File: src/rtl/pipe_stage_ctrl.sv
// Flow controller for the series-evaluation pipeline: per-stage hold/load selects,
// stage occupancy, valid/ready backpressure, drain/flush sequencing and sticky overflow.
module pipe_stage_ctrl #(
  parameter int STAGES = 4,
  parameter int OCC_W  = 3
) (
  input  logic              clk,
  input  logic              rst,
  input  logic              in_valid,
  output logic              in_ready,
  output logic              out_valid,
  input  logic              out_ready,
  input  logic              ovf_out,
  input  logic              drain,
  input  logic              flush,
  input  logic              clr_ovf,
  output logic [STAGES-1:0] sel,
  output logic [STAGES-1:0] stage_v,
  output logic [OCC_W-1:0]  occ,
  output logic              drained,
  output logic              ovf_sticky,
  output logic              busy,
  output logic [1:0]        state_dbg
);

  // Handshakes: a transfer happens on a rising edge where valid and ready are both
  // high; in_ready/out_valid never depend on in_valid/out_ready of the same side.
  typedef enum logic [1:0] {
    IDLE  = 2'd0,
    RUN   = 2'd1,
    DRAIN = 2'd2
  } state_e;

  state_e              state_q;
  logic [STAGES-1:0]   stage_v_q;
  logic [STAGES-1:0]   stage_v_d;
  logic [OCC_W-1:0]    occ_q;
  logic [OCC_W-1:0]    occ_d;
  logic                drained_q;
  logic                ovf_q;
  logic [STAGES-1:0]   adv;
  logic                full_run;
  logic                drain_block;
  logic                accept;
  logic                retire;

  // A stage advances unless it and every stage after it are full with the sink stalled;
  // this lets bubbles collapse even while the last stage is held.
  always_comb begin
    full_run = 1'b1;
    adv      = '0;
    for (int k = STAGES - 1; k >= 0; k--) begin
      full_run = full_run & stage_v_q[k];
      adv[k]   = ~full_run | out_ready;
    end
  end

  assign drain_block = drain | (state_q == DRAIN);
  assign in_ready    = adv[0] & ~drain_block;
  assign out_valid   = stage_v_q[STAGES-1];
  assign accept      = in_valid & in_ready;
  assign retire      = out_valid & out_ready;

  always_comb begin
    stage_v_d    = stage_v_q;
    stage_v_d[0] = adv[0] ? (in_valid & ~drain_block) : stage_v_q[0];
    for (int k = 1; k < STAGES; k++) begin
      stage_v_d[k] = adv[k] ? stage_v_q[k-1] : stage_v_q[k];
    end
  end

  assign occ_d = occ_q + OCC_W'(accept) - OCC_W'(retire);

  always_ff @(posedge clk) begin
    if (rst) begin
      state_q   <= IDLE;
      stage_v_q <= '0;
      occ_q     <= '0;
      drained_q <= 1'b0;
      ovf_q     <= 1'b0;
    end else if (flush) begin
      // Everything in flight is discarded; an active drain ends silently.
      state_q   <= IDLE;
      stage_v_q <= '0;
      occ_q     <= '0;
      drained_q <= 1'b0;
      if (clr_ovf) ovf_q <= 1'b0;
    end else begin
      stage_v_q <= stage_v_d;
      occ_q     <= occ_d;
      drained_q <= 1'b0;
      if (retire & ovf_out) ovf_q <= 1'b1;
      else if (clr_ovf)     ovf_q <= 1'b0;
      case (state_q)
        IDLE: begin
          if (drain)       drained_q <= 1'b1;
          else if (accept) state_q   <= RUN;
        end
        RUN: begin
          if (drain)              state_q <= DRAIN;
          else if (occ_d == '0)   state_q <= IDLE;
        end
        DRAIN: begin
          if (occ_d == '0) begin
            state_q   <= IDLE;
            drained_q <= 1'b1;
          end else if (!drain) begin
            state_q <= RUN;
          end
        end
        default: state_q <= IDLE;
      endcase
    end
  end

  assign sel        = adv;
  assign stage_v    = stage_v_q;
  assign occ        = occ_q;
  assign drained    = drained_q;
  assign ovf_sticky = ovf_q;
  assign busy       = (state_q != IDLE);
  assign state_dbg  = state_q;

endmodule

File: config.mk
export PLATFORM = sky130hd
export DESIGN_NAME = pipe_stage_ctrl
export DESIGN_NICKNAME = d
export VERILOG_FILES = /design/src/rtl/pipe_stage_ctrl.sv
export SDC_FILE = /design/constraint.sdc
export NUM_CORES = 1
export LEC_CHECK = 0
export ABC_AREA = 0
export BUFFER_PORTS_ARGS = -buffer_cell sky130_fd_sc_hd__buf_2
export CAP_MARGIN = 20
export CORE_MARGIN = 2
export CORE_UTILIZATION = 40
export DETAILED_ROUTE_END_ITERATION = 8
export HOLD_SLACK_MARGIN = 0.15
export PLACE_DENSITY = 0.7
export SKIP_CTS_REPAIR_TIMING = 1
export SYNTH_ARGS = -nofsm -noshare
export SYNTH_HDL_FRONTEND = slang
export SYNTH_SLANG_ARGS = --single-unit
File: constraint.sdc
create_clock -name clk -period 4.59 [get_ports clk]
set_clock_uncertainty 0.1 [all_clocks]
set_input_delay 0.2295 -clock clk [delete_from_list [all_inputs] [get_ports clk]]
set_output_delay 0.2295 -clock clk [all_outputs]
set_load 0.05 [all_outputs]
==> results of run 1 <==
## cell usage after synthesis
cell type and number:
a211oi_1 1, o2bb2ai_2 1, nand2b_1 4, dfxtp_1 11, a21boi_0 1, nand2_1 3, o211a_1 1, a2111o_1 1
o21a_1 2, and2b_2 2, a31oi_1 1, fa_1 1, nor4_1 1, and2_1 3, inv_1 5, nand3b_1 1
buf_4 1, or2_2 1, xor3_1 1, nor2b_1 1, nor3_1 2, and2b_1 1, ha_1 2, and4b_4 1
a2111oi_2 1, a21oi_1 3, nor2_1 2
## power breakdown
part / total (W) / switching (W) / leakage, nW / internal [W]
Combinational: 0.0000256 / 0.0000160 / 0.275 / 0.00000964
Clock: 0.0000649 / 0.0000313 / 0.0150 / 0.0000336
Sequential: 0.0000977 / 0.000000975 / 0.0890 / 0.0000967
## stage by stage
| step | setup WS (ps) | total power (W) | util [%] | area [um^2] |
|---|---|---|---|---|
| 2_1_floorplan | 507.8 | 0.0001146 | - | 555.5 |
| 3_3_place_gp | 1889 | 0.0001230 | 53.17 | 691.9 |
| 3_5_place_dp | 1816 | 0.0001233 | 53.17 | 691.9 |
| 4_1_cts | 1800 | 0.0001899 | 55.19 | 718.2 |
| 5_1_grt | 1029 | 0.0001987 | 59.04 | 768.2 |
| 6_report | 1240 | 0.0001882 | 59.04 | 768.2 |
## state kept, by name, indices dropped and copies added, names as in the netlist
| name | count |
|---|---|
| stage_v | 4 |
| state_dbg | 2 |
| ovf_sticky | 1 |
| drained | 1 |
| occ | 3 |
## metal layers
metal / share of wire, % / vias to the layer above / global-route usage [%]
met5: 0 / - / 0
met4: 1.0 / 0 / 12.10
met3: 4.8 / 2 / 3.261
met2: 51 / 12 / 21.88
met1: 43 / 217 / 19.93
li1: - / 258 / -
## final cells by class
class                           instances  area [um^2]  area share [%]
Inverter                                5        18.77           2.443
Timing Repair Buffer                   30        175.2           22.80
Multi-Input combinational cell         38        309.0           40.23
Tap cell                               15        18.77           2.443
Sequential cell                        11        220.2           28.66
Clock buffer                            4        26.28           3.420
## path summary, 6_finish.rpt
kind	slack, ps	depth (start not counted)	end	start
setup / recovery	1240	11	state_dbg[0]$_SDFFE_PP0P_	state_dbg[0]$_SDFFE_PP0P_
setup reg to reg	1240	11	state_dbg[0]$_SDFFE_PP0P_	state_dbg[0]$_SDFFE_PP0P_
hold / removal	290	4	stage_v[0]$_SDFFE_PP0P_	in_valid
hold reg to reg	430	2	stage_v[2]$_SDFFE_PP0P_	stage_v[1]$_SDFFE_PP0P_
## cells by family after synthesis
group / after synthesis
flops: 11
compound gates: 12
buf+inv: 6
simple gates: 22
xor+xnor: 1
fa+ha+maj: 3
## worst min-delay path, delay by kind of cell
| kind | cells | cell delay, ps |
|---|---|---|
| AOI/OAI and AO/OA | 1 | 80 |
| and+or+nand+nor | 2 | 180 |
| buffers and inverters | 1 | 110 |
==> qor.txt, run 1 <==
Layout Area Growth over Synthesis = 38.29%
Deepest clock path buffer count = 2
Kind of end point of the critical path = flop
Aggregate global-route resource usage = 15.44%
Number of clock sinks = 11
Final hold viol count = 0
Clock network latency to the later pin of the worst-skew pair = 260 ps
Total of endpoints with negative setup slack in the final report = 0
Aggregate negative setup slack = 0 ps
Synth Area in Adders = 8.108%
Critical-path cell with the highest stage delay = dlygate4sd3_1
Delay-heaviest family, CP = adder cells
Number of vias in the routed layout = 489
Number of buffers created by CTS = 3
GRT overflow = 0
Achievable frequency = 298.5 MHz
Share of cells above drive strength 1 = 38.64%
1st-pass router iterations = 4
Maximum vdd drop = 140.0 uV
Run status = completed
Final clock period utilization by the worst path = 72.98%
Rel. slew slack = 74.91%
Number of antenna violations at the first check in global routing = 0
Initial standard-cell utilization of the core = 42.69%
Wirelength per Cell = 11.59 um
Combinational family with the most area after synthesis = simple AND/OR/NAND/NOR gates
Worst Path Required = 4700 ps
Worst hold slack = 287.0 ps
Area fraction of the dominant cell type after synthesis = 39.64%
Via count of the first global-routing pass = 368
Shortest clock period the worst path allows after layout = 3350 ps
Number of buffers inserted by port buffering = 25
Average instance area after synthesis = 10.10 um^2
Post-synthesis mux area share = 0%
Via count normalized by instance count = 4.748
Warnings, synthesis = 0
Detailed Route WL = 1194 um
Filler Cells Inserted = 137
Number of violations reported at the end of detailed-routing iteration 0 = 2
Number of top-level pins = 26
Detailed-placement wirelength estimate = 902.1 um
Cell type with the highest occurrence count on the critical path = ha_1
Number of cell rows = 13
Compound-gate portion of the synthesized area = 18.47%
Simple-Gate Fraction of Synth Area = 24.77%
Most frequent standard cell in the layout excluding fill and tap cells = buf_2
Post-layout net count = 100
Clock root buffer = clkbuf_4
# placed instances = 94
H-tree level count = 1
Number of maximum-capacitance violations = 0
Post-synthesis register bit count = 11
Power density over the cells = 245.0 nW/um^2
Transition time at the pin with the least slew margin = 375.0 ps
Die height = 41.27 um
CTS tree = yes
Biggest area consumer among synthesized cells = dfxtp_1
Post-synthesis cell count = 55
Post-Synth XOR/XNOR Area = 4.279%
Startpoint type of the worst setup path = flop
CTS clk-pin slew, worst paths = 70 ps
RSZ-0062 raised after global routing = false
Top library cells by usage in the layout, fill and taps aside = buf_2 (25), dfxtp_1 (11), inv_1 (5), dlygate4sd3_1 (5), nand2b_1 (4)
Cells along the critical path = and2b_2 -> a211oi_1 -> nand2_1 -> ha_1 -> inv_1 -> ha_1 -> fa_1 -> xor3_1 -> o2bb2ai_2 -> a2111oi_2 -> dlygate4sd3_1
Critical Setup Path Class = flop to flop
Highest fanout seen on the critical path = 7
Antenna Cells = 0
Portion of the post-synthesis area used by sequential elements = 39.64%
Arrival time at the worst endpoint = 3460 ps
Post-Synthesis Net Count = 66
Leakage dissipation = 0.3785 nW
Drt drc = 0
Type of the tightest min-delay check = primary input to flop
Crit-path max cell delay = 590 ps
Die Outline Area = 1703 um^2
Final Non-Filler Cells = 103
Largest net degree at the start of global routing = 9
Area contributors post-synth = dfxtp_1 (40%), ha_1 (4.5%), nand2b_1 (4.5%)
Netlist area before placement = 555.5 um^2
Weighted congestion at the end of routability-driven global placement = 0.7061
Worst Path Buf+Inv = 2
Core ar. = 1301 um^2
First-pass GRT wire length = 1600 um
Number of distinct standard cells referenced by the synthesized netlist = 27
Die W = 41.27 um
Count of nets left with antenna violations after detail routing = 0
Number of slew-limit violations in the final report = 0
Note: power is estimated with default switching activity, not from simulation.
==> inputs of run 2 (changes only) <==
CORE_UTILIZATION = 39   (was 40)
PLACE_DENSITY = 0.72   (was 0.7)
clock period = 2.95 ns   (was 4.59 ns; I/O delays follow)
==> run 2 against run 1 <==
  * Clock-buffer cell count stayed put
  * First-iteration DRC count increased to 4.5 times the previous value
  * Via count increased by 6.1%
  * Critical path type unchanged
==> qor.txt, run 2 (synthesis gave the netlist of run 1 again) <==
Number of buffers inserted by port buffering = 25
Detailed-placement wirelength estimate = 901.5 um
Delay-heaviest family, CP = adder cells
Count of nets left with antenna violations after detail routing = 0
Worst reg2reg path endpoint = state_dbg[0]$_SDFFE_PP0P_
FF/Latch Area = 234.0 um^2
CTS clk-pin slew, worst paths = 70 ps
GRT overflow = 0
Cells along the critical path = and4b_4 -> a211oi_4 -> nand2_1 -> ha_1 -> inv_1 -> ha_2 -> fa_2 -> xor3_1 -> o2bb2ai_2 -> a2111oi_2
Total chip power = 0.0002950 W
Flip-flop count of the largest register, all copies and words added = 4
Maximum vdd drop = 227.3 uV
Aggregate global-route resource usage = 15.64%
Post-layout net count = 100
Antenna Cells = 0
Clock network latency to the later pin of the worst-skew pair = 270 ps
Number of slew-limit violations in the final report = 0
Rel. slew slack = 72.73%
Weighted congestion at the end of routability-driven global placement = 0.6829
Most frequent standard cell in the layout excluding fill and tap cells = buf_2
Type of the tightest min-delay check = primary input to flop
CTS tree = yes
Final clock period utilization by the worst path = 87.88%
Worst Path Required = 3010 ps
Deepest clock path buffer count = 2
FF-to-FF path depth = 10
First-pass GRT wire length = 2028 um
Die W = 41.74 um
Largest net degree at the start of global routing = 9
Crit-path max cell delay = 360 ps
Run status = completed
Number of buffers created by CTS = 3
Critical-path cell with the highest stage delay = dfxtp_4
Power density over the cells = 367.9 nW/um^2
Arrival time at the worst endpoint = 2660 ps
Startpoint of the worst setup timing path = stage_v[2]$_SDFFE_PP0P_
Via count normalized by instance count = 5.039
Number of clock sinks = 11
Core ar. = 1318 um^2
RSZ-0062 raised after global routing = false
Number of cell rows = 13
Number of maximum-capacitance violations = 0
Internal reg-to-reg setup slack = 360 ps
End point of the critical path = state_dbg[0]$_SDFFE_PP0P_
Via count of the first global-routing pass = 472
Hold wc startpoint = in_valid
Startpoint of the lowest-slack register-to-register path = stage_v[2]$_SDFFE_PP0P_
Highest fanout seen on the critical path = 5
Share of cells above drive strength 1 = 48.86%
Leakage dissipation = 0.3780 nW
Wirelength per Cell = 11.63 um
Shortest clock period the worst path allows after layout = 2593 ps
Combined area of the multi-input logic cells = 329.1 um^2
Number of vias in the routed layout = 519
Filler Cells Inserted = 127
Kind of end point of the critical path = flop
Number of top-level pins = 26
Initial standard-cell utilization of the core = 42.17%
Transition time at the pin with the least slew margin = 407.6 ps
Final hold viol count = 0
Utilization after layout = 60.87%
Clock root buffer = clkbuf_4
1st-pass router iterations = 4
Detailed Route WL = 1198 um
Number of antenna violations at the first check in global routing = 0
Number of violations reported at the end of detailed-routing iteration 0 = 9
Worst Path Buf+Inv = 1
H-tree level count = 1
Die Outline Area = 1742 um^2
Total of endpoints with negative setup slack in the final report = 0
Worst hold slack = 180.4 ps
Instance count on the critical path = 10
Critical Setup Path Class = flop to flop
Top library cells by usage in the layout, fill and taps aside = buf_2 (25), dfxtp_1 (6), inv_1 (5), dlygate4sd3_1 (5), nand2b_1 (4)
Achievable frequency = 385.7 MHz
Die height = 41.74 um
Drt drc = 0
Layout Area Growth over Synthesis = 44.37%
Startpoint type of the worst setup path = flop
run 2: cell counts in the layout (fill, tap and decap cells not counted):
No cell type changed its count.
run 2: worst min-delay path, stage by stage:
cell       delay, ps
buf_2            110
nand2b_1          80
a2111o_1         120
a2111oi_2         60
run 2: how the worst min path moves through the flow:
stage / to / slack [ps] / cells after the start
2_1_floorplan: state_dbg[0]$_SDFFE_PP0P_ / 110 / 1
3_3_place_gp: state_dbg[0]$_SDFFE_PP0P_ / 300 / 2
3_5_place_dp: state_dbg[0]$_SDFFE_PP0P_ / 300 / 2
4_1_cts: state_dbg[0]$_SDFFE_PP0P_ / 10 / 2
5_1_grt: state_dbg[0]$_SDFFE_PP0P_ / 200 / 4
6_report: state_dbg[0]$_SDFFE_PP0P_ / 180 / 4
run 2: per-layer routing:
layer / routed length [um] / part of all wire (%) / up-vias / GRT usage, %
met4: 28 / 2.3 / 0 / 9.677
met3: 53 / 4.4 / 4 / 3.913
met5: 0 / 0 / - / 0
li1: - / - / 261 / -
met2: 596 / 50 / 15 / 25.00
met1: 519 / 43 / 239 / 18.60
run 2: through the flow:
stage	setup TNS [ps]	worst slack, ps	cells	instance area [um^2]
finish	0	357.5	103	802.0
global route	0	214.6	103	802.0
CTS	0	326.0	98	752.0
detailed placement	0	341.6	94	725.7
global placement	0	367.3	94	725.7
floorplan	-20.93	-20.93	55	589.3
run 2: final cells by class:
cell class              instances  area share (%)
multi-input cells              38           41.03
flip-flops and latches         11           29.17
repair buffers                 30           21.84
clock buffers                   4           3.276
inverters                       5           2.340
well taps                      15           2.340
run 2: power by group:
| group | switching, W | internal [W] | total, W |
|---|---|---|---|
| logic | 0.0000251 | 0.0000169 | 0.0000420 |
| registers | 0.00000177 | 0.000148 | 0.000150 |
| clock network | 0.0000509 | 0.0000523 | 0.000103 |
==> inputs of run 3 (changes only) <==
CORE_AREA = 2 2 39 41   (was unset)
CORE_MARGIN = unset   (was 2)
CORE_UTILIZATION = unset   (was 39)
DIE_AREA = 0 0 41 43   (was unset)
MAX_ROUTING_LAYER = met4   (was unset)
PLACE_DENSITY = 0.73   (was 0.72)
clock period = 2.58 ns   (was 2.95 ns; I/O delays follow)
==> run 3 against run 2 <==
  * The flow now finishes with violations (negative setup slack)
  * Non-clock buffer count up 4
  * Critical path depth did not move
  * Sequential cell count unchanged
  * Wire length increased by 3.9%
  * Via count up 1.3%
  * Largest cell class unchanged
  * Largest power group unchanged
  * Highest routed layer unchanged
==> qor.txt, run 3 (synthesis gave the netlist of run 1 again) <==
Share of cells above drive strength 1 = 52.17%
Total of endpoints with negative setup slack in the final report = 2
Count of nets left with antenna violations after detail routing = 0
RSZ-0062 raised after global routing = true
Number of antenna violations at the first check in global routing = 0
Deepest clock path buffer count = 2
Number of buffers created by CTS = 3
Die Outline Area = 1763 um^2
Violated checks = negative setup slack
Rel. slew slack = 71.56%
Maximum vdd drop = 228.3 uV
CTS clk-pin slew, worst paths = 70 ps
Power density over the cells = 407.1 nW/um^2
Number of top-level pins = 26
Top library cells by usage in the layout, fill and taps aside = buf_2 (25), dfxtp_1 (6), inv_1 (5), dlygate4sd3_1 (5)
Largest net degree at the start of global routing = 8
Shortest clock period the worst path allows after layout = 2641 ps
Detailed-routed wire length on met3 = 81 um
Critical Setup Path Class = flop to flop
Arrival time at the worst endpoint = 2710 ps
Kind of end point of the critical path = flop
1st-pass router iterations = 4
Number of vias in the routed layout = 526
Total routed wire length on the met1 layer = 593 um
Worst Setup Slack, final = -61.43 ps
Number of cell rows = 14
Aggregate global-route resource usage = 16.67%
Die W = 41 um
Final hold viol count = 0
Achievable frequency = 378.6 MHz
Uppermost layer routed = met4
Type of the tightest min-delay check = primary input to flop
Number of maximum-capacitance violations = 0
Internal reg-to-reg setup slack = -60 ps
Detailed Route WL = 1245 um
Transition time at the pin with the least slew margin = 425.0 ps
Via count of the first global-routing pass = 429
Flip-flop count of the largest register, all copies and words added = 4
CTS tree = yes
Number of buffers inserted by port buffering = 25
GRT overflow = 0
Met2 wire length = 563 um
H-tree level count = 1
Antenna Cells = 0
Drt drc = 0
Wirelength per Cell = 11.53 um
Startpoint of the worst setup timing path = stage_v[2]$_SDFFE_PP0P_
Clock network latency to the later pin of the worst-skew pair = 270 ps
Via count normalized by instance count = 4.870
Startpoint type of the worst setup path = flop
FF-to-FF path depth = 10
Initial standard-cell utilization of the core = 40.14%
Startpoint of the lowest-slack register-to-register path = stage_v[2]$_SDFFE_PP0P_
Utilization after layout = 60.67%
Final clock period utilization by the worst path = 102.4%
Detailed-placement wirelength estimate = 905.9 um
Number of slew-limit violations in the final report = 0
Worst Path Required = 2650 ps
Clock root buffer = clkbuf_4
Highest fanout seen on the critical path = 4
Worst reg2reg path endpoint = drained$_SDFF_PP0_
Leakage dissipation = 0.4018 nW
First-pass GRT wire length = 1842 um
Weighted congestion at the end of routability-driven global placement = 0.7910
Run status = finished with violations
Filler Cells Inserted = 134
Core ar. = 1384 um^2
Post-layout net count = 104
Die height = 43 um
Worst hold slack = 162.1 ps
End point of the critical path = drained$_SDFF_PP0_
Number of violations reported at the end of detailed-routing iteration 0 = 4
Layout Area Growth over Synthesis = 51.13%
Number of clock sinks = 11
Most frequent standard cell in the layout excluding fill and tap cells = buf_2
run 3: cell count changes in the layout (fill, tap and decap cells not counted), sizes merged:
cell / previous run / this run
buf: 25 / 29
run 3: layout make-up:
| type | count | area (um^2) | share of cell area (%) |
|---|---|---|---|
| Clock buffer | 4 | 26.28 | 3.130 |
| Inverter | 5 | 18.77 | 2.235 |
| Multi-Input combinational cell | 38 | 335.3 | 39.94 |
| Sequential cell | 11 | 234.0 | 27.87 |
| Tap cell | 16 | 20.02 | 2.385 |
| Timing Repair Buffer | 34 | 205.2 | 24.44 |
run 3: per-layer routing:
layer	GRT usage, %	vias to the layer above
met5	-	-
met4	12.00	0
met3	4.712	2
met2	21.88	17
met1	20.98	239
li1	-	268
run 3: worst max-delay path, cell delays in order, from the launching register on:
cell and delay [ps]:
dfxtp_4 350, and4b_4 220, a211oi_4 240, nand2_1 110
ha_1 300, inv_1 60, ha_2 170, fa_2 460
nor2_4 150, a31oi_1 90, nor4_1 300
run 3: per-stage QoR:
stage	cell area, um^2	power [W]	instances	worst slack [ps]	setup TNS (ps)
5_1_grt	839.6	0.0003628	108	-215.4	-501.1
2_1_floorplan	594.3	0.0002051	55	-390.9	-1070
3_5_place_dp	754.5	0.0002212	98	-42.24	-42.24
3_3_place_gp	754.5	0.0002210	98	-7.217	-7.217
6_report	839.6	0.0003418	108	-61.43	-115.6
4_1_cts	780.7	0.0003433	102	-52.86	-52.86
run 3: worst min path at each step:
stage / start / end / slack (ps) / cells after the start
detailed placement: rst / state_dbg[0]$_SDFFE_PP0P_ / 280 / 2
finish: in_valid / stage_v[0]$_SDFFE_PP0P_ / 160 / 4
CTS: rst / state_dbg[0]$_SDFFE_PP0P_ / -10 / 2
global placement: rst / state_dbg[0]$_SDFFE_PP0P_ / 280 / 2
global route: in_valid / state_dbg[0]$_SDFFE_PP0P_ / 190 / 4
floorplan: rst / state_dbg[0]$_SDFFE_PP0P_ / 90 / 1
run 3: power by group:
part	internal (W)	leakage, nW	total, W	switching, W
clock network	0.0000599	0.0150	0.000120	0.0000599
registers	0.000169	0.0924	0.000171	0.00000159
logic	0.0000209	0.294	0.0000513	0.0000304
